### src/rtl/i8288_busctl.sv
// Simplified i8288 bus controller: decodes S2..S0 into a T1..T4 bus cycle with registered strobes.
// Optional advanced write strobes from T2 when I8288_ADV_WR_EN is defined.
module i8288_busctl #(
    parameter int unsigned TIMEOUT_CYCLES = 0,
    parameter bit          HALT_ALE       = 1'b1
) (
    input  logic       clk_i,
    input  logic       reset_i,
    input  logic [2:0] status_i,
    input  logic       cen_i,
    output logic       ale_o,
    output logic       mrdc_n_o,
    output logic       mwtc_n_o,
    output logic       iorc_n_o,
    output logic       iowc_n_o,
    output logic       inta_n_o,
    output logic       den_o,
    output logic       dt_r_o,
    output logic       bus_to_o
);
    localparam int unsigned CNT_W   = (TIMEOUT_CYCLES == 0) ? 1 : $clog2(TIMEOUT_CYCLES + 1);
    localparam int unsigned TO_LAST = (TIMEOUT_CYCLES == 0) ? 0 : TIMEOUT_CYCLES - 1;
    localparam bit          TO_EN   = (TIMEOUT_CYCLES != 0);
`ifdef I8288_ADV_WR_EN
    localparam bit          ADV_WR  = 1'b1;
`else
    localparam bit          ADV_WR  = 1'b0;
`endif

    localparam logic [2:0] ST_INTA  = 3'b000;
    localparam logic [2:0] ST_IORD  = 3'b001;
    localparam logic [2:0] ST_IOWR  = 3'b010;
    localparam logic [2:0] ST_HALT  = 3'b011;
    localparam logic [2:0] ST_CODE  = 3'b100;
    localparam logic [2:0] ST_MEMRD = 3'b101;
    localparam logic [2:0] ST_MEMWR = 3'b110;
    localparam logic [2:0] ST_PASV  = 3'b111;

    typedef enum logic [2:0] {
        S_IDLE, S_T1, S_T2, S_T3, S_T4, S_ABORT
    } state_e;

    state_e           state_q, state_d;
    logic [2:0]       cmd_q, cmd_d;
    logic [CNT_W-1:0] cnt_q, cnt_d;

    logic ale_d, mrdc_n_d, mwtc_n_d, iorc_n_d, iowc_n_d, inta_n_d, den_d, dt_r_d, bus_to_d;
    logic is_read, is_write, is_halt, in_cycle, strobe_on;

    // State, latched command, watchdog counter and output registers
    always_ff @(posedge clk_i) begin
        if (reset_i) begin
            state_q  <= S_IDLE;
            cmd_q    <= ST_PASV;
            cnt_q    <= '0;
            ale_o    <= 1'b0;
            mrdc_n_o <= 1'b1;
            mwtc_n_o <= 1'b1;
            iorc_n_o <= 1'b1;
            iowc_n_o <= 1'b1;
            inta_n_o <= 1'b1;
            den_o    <= 1'b0;
            dt_r_o   <= 1'b1;
            bus_to_o <= 1'b0;
        end else begin
            state_q  <= state_d;
            cmd_q    <= cmd_d;
            cnt_q    <= cnt_d;
            ale_o    <= ale_d;
            mrdc_n_o <= mrdc_n_d;
            mwtc_n_o <= mwtc_n_d;
            iorc_n_o <= iorc_n_d;
            iowc_n_o <= iowc_n_d;
            inta_n_o <= inta_n_d;
            den_o    <= den_d;
            dt_r_o   <= dt_r_d;
            bus_to_o <= bus_to_d;
        end
    end

    // Next state; the counter only survives while the cycle stays in T3
    always_comb begin
        state_d = state_q;
        cmd_d   = cmd_q;
        cnt_d   = '0;
        case (state_q)
            S_IDLE: begin
                if (status_i != ST_PASV) begin
                    cmd_d   = status_i;
                    state_d = S_T1;
                end
            end
            S_T1: state_d = S_T2;
            S_T2: state_d = S_T3;
            S_T3: begin
                if (status_i == ST_PASV) begin
                    state_d = S_T4;
                end else if (TO_EN && (cmd_q != ST_HALT) && (cnt_q == CNT_W'(TO_LAST))) begin
                    state_d = S_ABORT;
                end else begin
                    cnt_d = (cnt_q == {CNT_W{1'b1}}) ? cnt_q : cnt_q + CNT_W'(1);
                end
            end
            S_T4: begin
                if (status_i != ST_PASV) begin
                    cmd_d   = status_i;
                    state_d = S_T1;
                end else begin
                    state_d = S_IDLE;
                end
            end
            S_ABORT: begin
                if (status_i == ST_PASV) state_d = S_IDLE;
            end
            default: state_d = S_IDLE;
        endcase
    end

    // Output decode from the upcoming state so every output lands on the same edge
    always_comb begin
        is_read   = (cmd_d == ST_INTA) || (cmd_d == ST_IORD) || (cmd_d == ST_CODE) || (cmd_d == ST_MEMRD);
        is_write  = (cmd_d == ST_IOWR) || (cmd_d == ST_MEMWR);
        is_halt   = (cmd_d == ST_HALT);
        in_cycle  = (state_d == S_T1) || (state_d == S_T2) || (state_d == S_T3);
        strobe_on = cen_i && !is_halt &&
                    ((state_d == S_T3) || ((state_d == S_T2) && (is_read || (ADV_WR && is_write))));
        ale_d     = (state_d == S_T1) && (HALT_ALE || !is_halt);
        dt_r_d    = !(in_cycle && is_read);
        den_d     = cen_i && !is_halt && ((state_d == S_T2) || (state_d == S_T3));
        mrdc_n_d  = !(strobe_on && ((cmd_d == ST_CODE) || (cmd_d == ST_MEMRD)));
        mwtc_n_d  = !(strobe_on && (cmd_d == ST_MEMWR));
        iorc_n_d  = !(strobe_on && (cmd_d == ST_IORD));
        iowc_n_d  = !(strobe_on && (cmd_d == ST_IOWR));
        inta_n_d  = !(strobe_on && (cmd_d == ST_INTA));
        bus_to_d  = (state_q == S_T3) && (state_d == S_ABORT);
    end
endmodule

### config.mk
export PLATFORM = sky130hd
export DESIGN_NAME = i8288_busctl
export DESIGN_NICKNAME = d
export VERILOG_FILES = /design/src/rtl/i8288_busctl.sv
export SDC_FILE = /design/constraint.sdc
export NUM_CORES = 1
export LEC_CHECK = 0
export CAP_MARGIN = 20
export CORE_MARGIN = 5
export CORE_UTILIZATION = 48
export DETAILED_ROUTE_END_ITERATION = 7
export DONT_BUFFER_PORTS = 1
export GPL_TIMING_DRIVEN = 0
export PLACE_DENSITY = 0.63
export SYNTH_ARGS = -nofsm -noshare
export SYNTH_HDL_FRONTEND = slang
export SYNTH_SLANG_ARGS = --single-unit
### constraint.sdc
create_clock -name clk_i -period 1.7 [get_ports clk_i]
set_input_delay 0.34 -clock clk_i [delete_from_list [all_inputs] [get_ports clk_i]]
set_output_delay 0.34 -clock clk_i [all_outputs]
set_load 0.01 [all_outputs]
* Word-level counts from Yosys, hierarchy flattened
Cells that the tools add are included.
** Storage, ports and cells
- Memories :: 0
- Input bits :: 6
- Latch bits :: 0
- Register bits :: 15
- Output and inout port bits :: 9
- Bits in writable memories :: 0
- ROM bits :: 0
- Word-level logic and storage cells :: 64
** Operators by class
- Reductions and logical operators :: 29
- Divide/modulo/power cells :: 0
- Multiply operators :: 0
- Add/sub/neg operators :: 0
- Order comparisons :: 0
- Mux-type cells :: 7
- Shifts and indexed selects :: 0
- Bitwise logic cells :: 0
- Equal/unequal tests :: 17
** Operators with widths (number)
- $eq 3x3->1 const B :: 7
- $eq 3x2->1 const B :: 6
- $pmux 3 s6 :: 1
- $mux 3 :: 5
- $logic_and 1x1->1 :: 11
- $eq 3x1->1 const B :: 3
- $logic_or 1x1->1 :: 8
- $logic_not 1->1 :: 7
- $logic_not 3->1 :: 2
- $ne 3x3->1 const B :: 1
- $reduce_or 2->1 :: 1
- $mux 1 :: 1

* Logic depth before layout (Yosys ltp)
- Depth in word-level cells :: 12
- Mapped depth :: 5

* Worst setup path after synthesis
OpenSTA, ideal clock, no wires.
- Path kind :: input port to flip-flop
- Start :: input port status_i[0]
- End :: register iowc_n_o
- Cell stages on the path :: 4
- Buffers on the path :: 1
- Data required time :: 1565 ps
- Path slack :: 418 ps
- Setup time :: 135 ps
- Arrival :: 1147 ps
- Cell sequence :: buf_2 -> or4_4 -> o31ai_2 -> nand4_1
** Between the ends
- Longest elaborated chain between the ends :: 12
- Elaborated cells on any way between the ends :: 27
- Classes of those cells :: 9 x eq/ne; 7 x mux; 11 x reduce/logical
** RTL lines
- from (decl) :: line 9 : input logic [2:0] status_i,
- $ne 3x3->1 :: line 88, 105
- $mux 3 :: line 88, 105
- $mux 3
- $eq 3x1->1 or $logic_not 3->1 (tied branches) :: line 121 : is_read = (cmd_d == ST_INTA) || (cmd_d == ST_IORD) || (cmd_d == ST_CODE) || (cmd_d == ST_MEMRD);
- $logic_or 1x1->1 (3 in a row) :: line 121
- $logic_and 1x1->1 :: line 126 : ((state_d == S_T3) || ((state_d == S_T2) && (is_read || (ADV_WR && is_write))));
- $logic_or 1x1->1 :: line 126
- $logic_and 1x1->1 :: line 125 : strobe_on = cen_i && !is_halt &&
- $logic_and 1x1->1 (*) :: line 133 : iowc_n_d = !(strobe_on && (cmd_d == ST_IOWR));
- $logic_not 1->1 (*) :: line 133
- to (signal assigned) :: line 73 : iowc_n_o <= iowc_n_d;
- to (decl) :: line 15 : output logic iowc_n_o,
Mark *: on every way between the ends. The rest lies on a longest branch, timed or not.
A chain may end at the register's enable or synchronous reset.

* Worst setup path after layout
- Start :: register state_q[1]
- End :: register iorc_n_o
** Between the ends
- Longest elaborated chain between the ends :: 12
- Elaborated cells on any way between the ends :: 29
- Classes of those cells :: 11 x eq/ne; 5 x mux; 13 x reduce/logical
** RTL lines
- from (decl) :: line 43 : state_e state_q, state_d;
- from (signal assigned) :: line 66 : state_q <= state_d;
- $eq 3x3->1 or $logic_not 3->1 (tied branches) :: line 86 : case (state_q)
- $reduce_or 2->1 (no source line)
- $mux 3
- $eq 3x1->1 or $logic_not 3->1 (tied branches) :: line 121, 132
- $logic_or 1x1->1 (3 in a row) :: line 121
- $logic_and 1x1->1 :: line 126
- $logic_or 1x1->1 :: line 126
- $logic_and 1x1->1 :: line 125
- $logic_and 1x1->1 (*) :: line 132 : iorc_n_d = !(strobe_on && (cmd_d == ST_IORD));
- $logic_not 1->1 (*) :: line 132
- to (signal assigned) :: line 72 : iorc_n_o <= iorc_n_d;
- to (decl) :: line 14 : output logic iorc_n_o,
Marks and branches as above.

==> impl_metrics.csv <==
group,metric,value,unit
sta,post-route-min-period,1388,ps
setup_path,cp.required,1850,ps
layout,layout_commonest_cell,"dfxtp_1",
sta,finalSetupViolCount,0,
drt,viasPerCell,6.157,
power_and_ir_drop,power.total,699.2,µW
clock_network,numCtsBuffers,3,
global_route,grt_overflow,0,
setup_path,r2r_start,"state_q[1]",
floorplanning,dieHeight,47.49,µm
logic_synthesis,yosys.cell_types.count,34,
setup_path,slowest_delay,400,ps
clock_network,clockBufferDepth,2,
logic_synthesis,synth_edf_count,0,
setup_path,worstPathArrival,1540,ps
worst_hold_path,hp-start,"reset_i",
setup_path,crit_chain,"buf_2 > or3_1 > o32ai_2 > o211ai_1",
drt,wire_per_inst,14.72,µm
global_route,grt_pass1_vias,487,
floorplanning,pin_count,15,
global_route,grt_first_pass_wirelength,2152,µm
sta,max_freq,0.7203,GHz
setup_path,critical_path_class,"register to register",
sta,min_period_over_period,81.66,%
logic_synthesis,netlist_area,674.4,µm²
placement,gp_congestion,0.7265,
logic_synthesis,synth_area_per_cell,9.634,µm²
outcome,status,"completed",
sta,hold_viol,0,
sta,rsz0062_at_grt,"false",
floorplanning,core_area,0.001318,mm²
setup_path,start_kind,"register",
drt,route.detailed.drc,0,
drt,ant_nets,0,
power_and_ir_drop,clockPowerShare,28.1,%
drt,wl,1310,µm
logic_synthesis,synth_warnings,0,
power_and_ir_drop,p_leak,0.0002569,µW
setup_path,critPathCaptureType,"register",
global_route,grt_max_degree,11,
layout,fin_nets,81,
floorplanning,start_util,51.19,%
logic_synthesis,ys_seq_area_share,44.53,%
clock_network,cts_hold_buf,0,
floorplanning,die_x,47.49,µm
power_and_ir_drop,cellPowerDensity,971.9,mW/mm²
sta,slew_violations,0,
drt,drt-pass1-iter-count,3,
clock_network,ctsResizeCount,0,
clock_network,clk_pin_slew,80,ps
logic_synthesis,async_flop_share,0,%
placement,dp_slack,321.8,ps
global_route,grt_usage,13.89,%
worst_hold_path,holdPathEnd,"cmd_q[2]",
clock_network,htreeDepth,1,
layout,antenna_cells,0,
setup_path,r2r_setup_slack,310,ps
power_and_ir_drop,p_seq_share,56.1,%
power_and_ir_drop,p_switching,187.8,µW
drt,dr.first_iter.drc_count,4,
setup_path,ff2ff_path_depth,4,
clock_network,cts_setup_buffers,0,
flow_run,drv_cap,0,
layout,largestRegisters,"cmd_q (3), state_q (3)",
worst_hold_path,worstHoldPathType,"input port to register",
logic_synthesis,yosys_register_bits,15,
power_and_ir_drop,irDropWorstVdd,338.3,µV
setup_path,worst_r2r_endpoint,"iorc_n_o",
logic_synthesis,synth_flop_cell,"dfxtp_1",
clock_network,clk_latency,270,ps
placement,dp_hpwl,930.8,µm
drt,dr_total_vias,548,
power_and_ir_drop,power_frac_comb,15.8,%
layout,finalInstanceArea,719.4,µm²
clock_network,cts_root_buf,"clkbuf_4",
sta,hold_ws,156.8,ps
placement,placed_cell_area,693.2,µm²
worst_hold_path,worstHoldPathCells,1,
layout,final_cell_mix,"15 x dfxtp_1, 5 x nand3b_1",
logic_synthesis,synth_fp_nets,76,
setup_path,slowest_stage,"or3_1",
sta,finClkSkew,1.826,ps
floorplanning,std_cell_rows,13,
power_and_ir_drop,p_int,511.4,µW
clock_network,clkSinkCount,15,
layout,syn_to_final_growth,6.679,%
setup_path,cp_max_fo,9,
layout,drive_gt1_share,16.22,%
global_route,antenna_found_initial,0,
sta,timing.final.ws_setup,311.8,ps
placement,portBuffers,0,
logic_synthesis,postSynthCellCount,70,
power_and_ir_drop,swShare,26.86,%
floorplanning,fp.dieArea,0.002255,mm²
sta,fin_tns_setup,0,ps
clock_network,cts_tree,"built",
[final cells by class]
type,count,area (µm²)
clock buffers,4,26.28
inverters,2,7.507
fillers,124,598.1
multi-input cells,47,331.6
plain buffers,6,35.03
flip-flops and latches,15,300.3
well taps,15,18.77
[worst max path at each step]
stage / slack, ps / startpoint / endpoint
after CTS: 300 / state_q[1] / iorc_n_o
after detailed placement: 320 / state_q[1] / iorc_n_o
final: 310 / state_q[1] / iorc_n_o
after floorplan: 420 / status_i[0] / iowc_n_o
after global placement: 320 / state_q[1] / iorc_n_o
after global routing: 220 / state_q[1] / iorc_n_o
[cells in the mapped netlist, drive strengths merged (2+ instances only)]
cell type   n  area (µm²)
a21oi       4       20.02
o21ai       2       10.01
dfxtp      15       300.3
a211oi      3       22.52
o32ai       2       25.03
nand4       2       12.51
nand3       4       20.02
buf         5       31.28
inv         2       7.510
or3         2       12.51
nor2        4       15.01
nand3b      5       37.54
[power by group through the flow]
stage               clock (µW)  sequential [µW]  combinational [µW]
floorplan                    0              397                91.9
finish                     197              392                 110
global route               221              396                 123
CTS                        203              393                 110
global placement             0              401                 110
detailed placement           0              401                 109
[per-layer routing]
metal / track usage (%) / share of wire [%] / vias up
li1: - / - / 268
met1: 17.87 / 48 / 258
met2: 19.79 / 42 / 17
met3: 4.887 / 8.3 / 5
met4: 8.287 / 2.1 / 0
met5: 0 / 0 / -
[kinds of logic (layout without fill, tap and decap cells)]
family	count (synthesis)	after routing	share of synthesized area (%)
simple gates	26	26	25.79
compound gates	20	20	22.82
other cells	1	1	0.5561
flops	15	15	44.53
buf+inv	8	12	6.308
[critical path: cells and delay by family, from the launching register on]
kind,cells,cell delay [ps]
AND/OR/NAND/NOR,1,400
AO/OA/AOI/OAI,2,400
flip-flops,1,310
buffers and inverters,1,160
[stage by stage]
| step | utilization, % | std cells |
|---|---|---|
| floorplan | - | 70 |
| global placement | 52.61 | 85 |
| detailed placement | 52.61 | 85 |
| CTS | 54.61 | 89 |
| global route | 54.61 | 89 |
| finish | 54.61 | 89 |
Power figures use the tool's default switching activity.
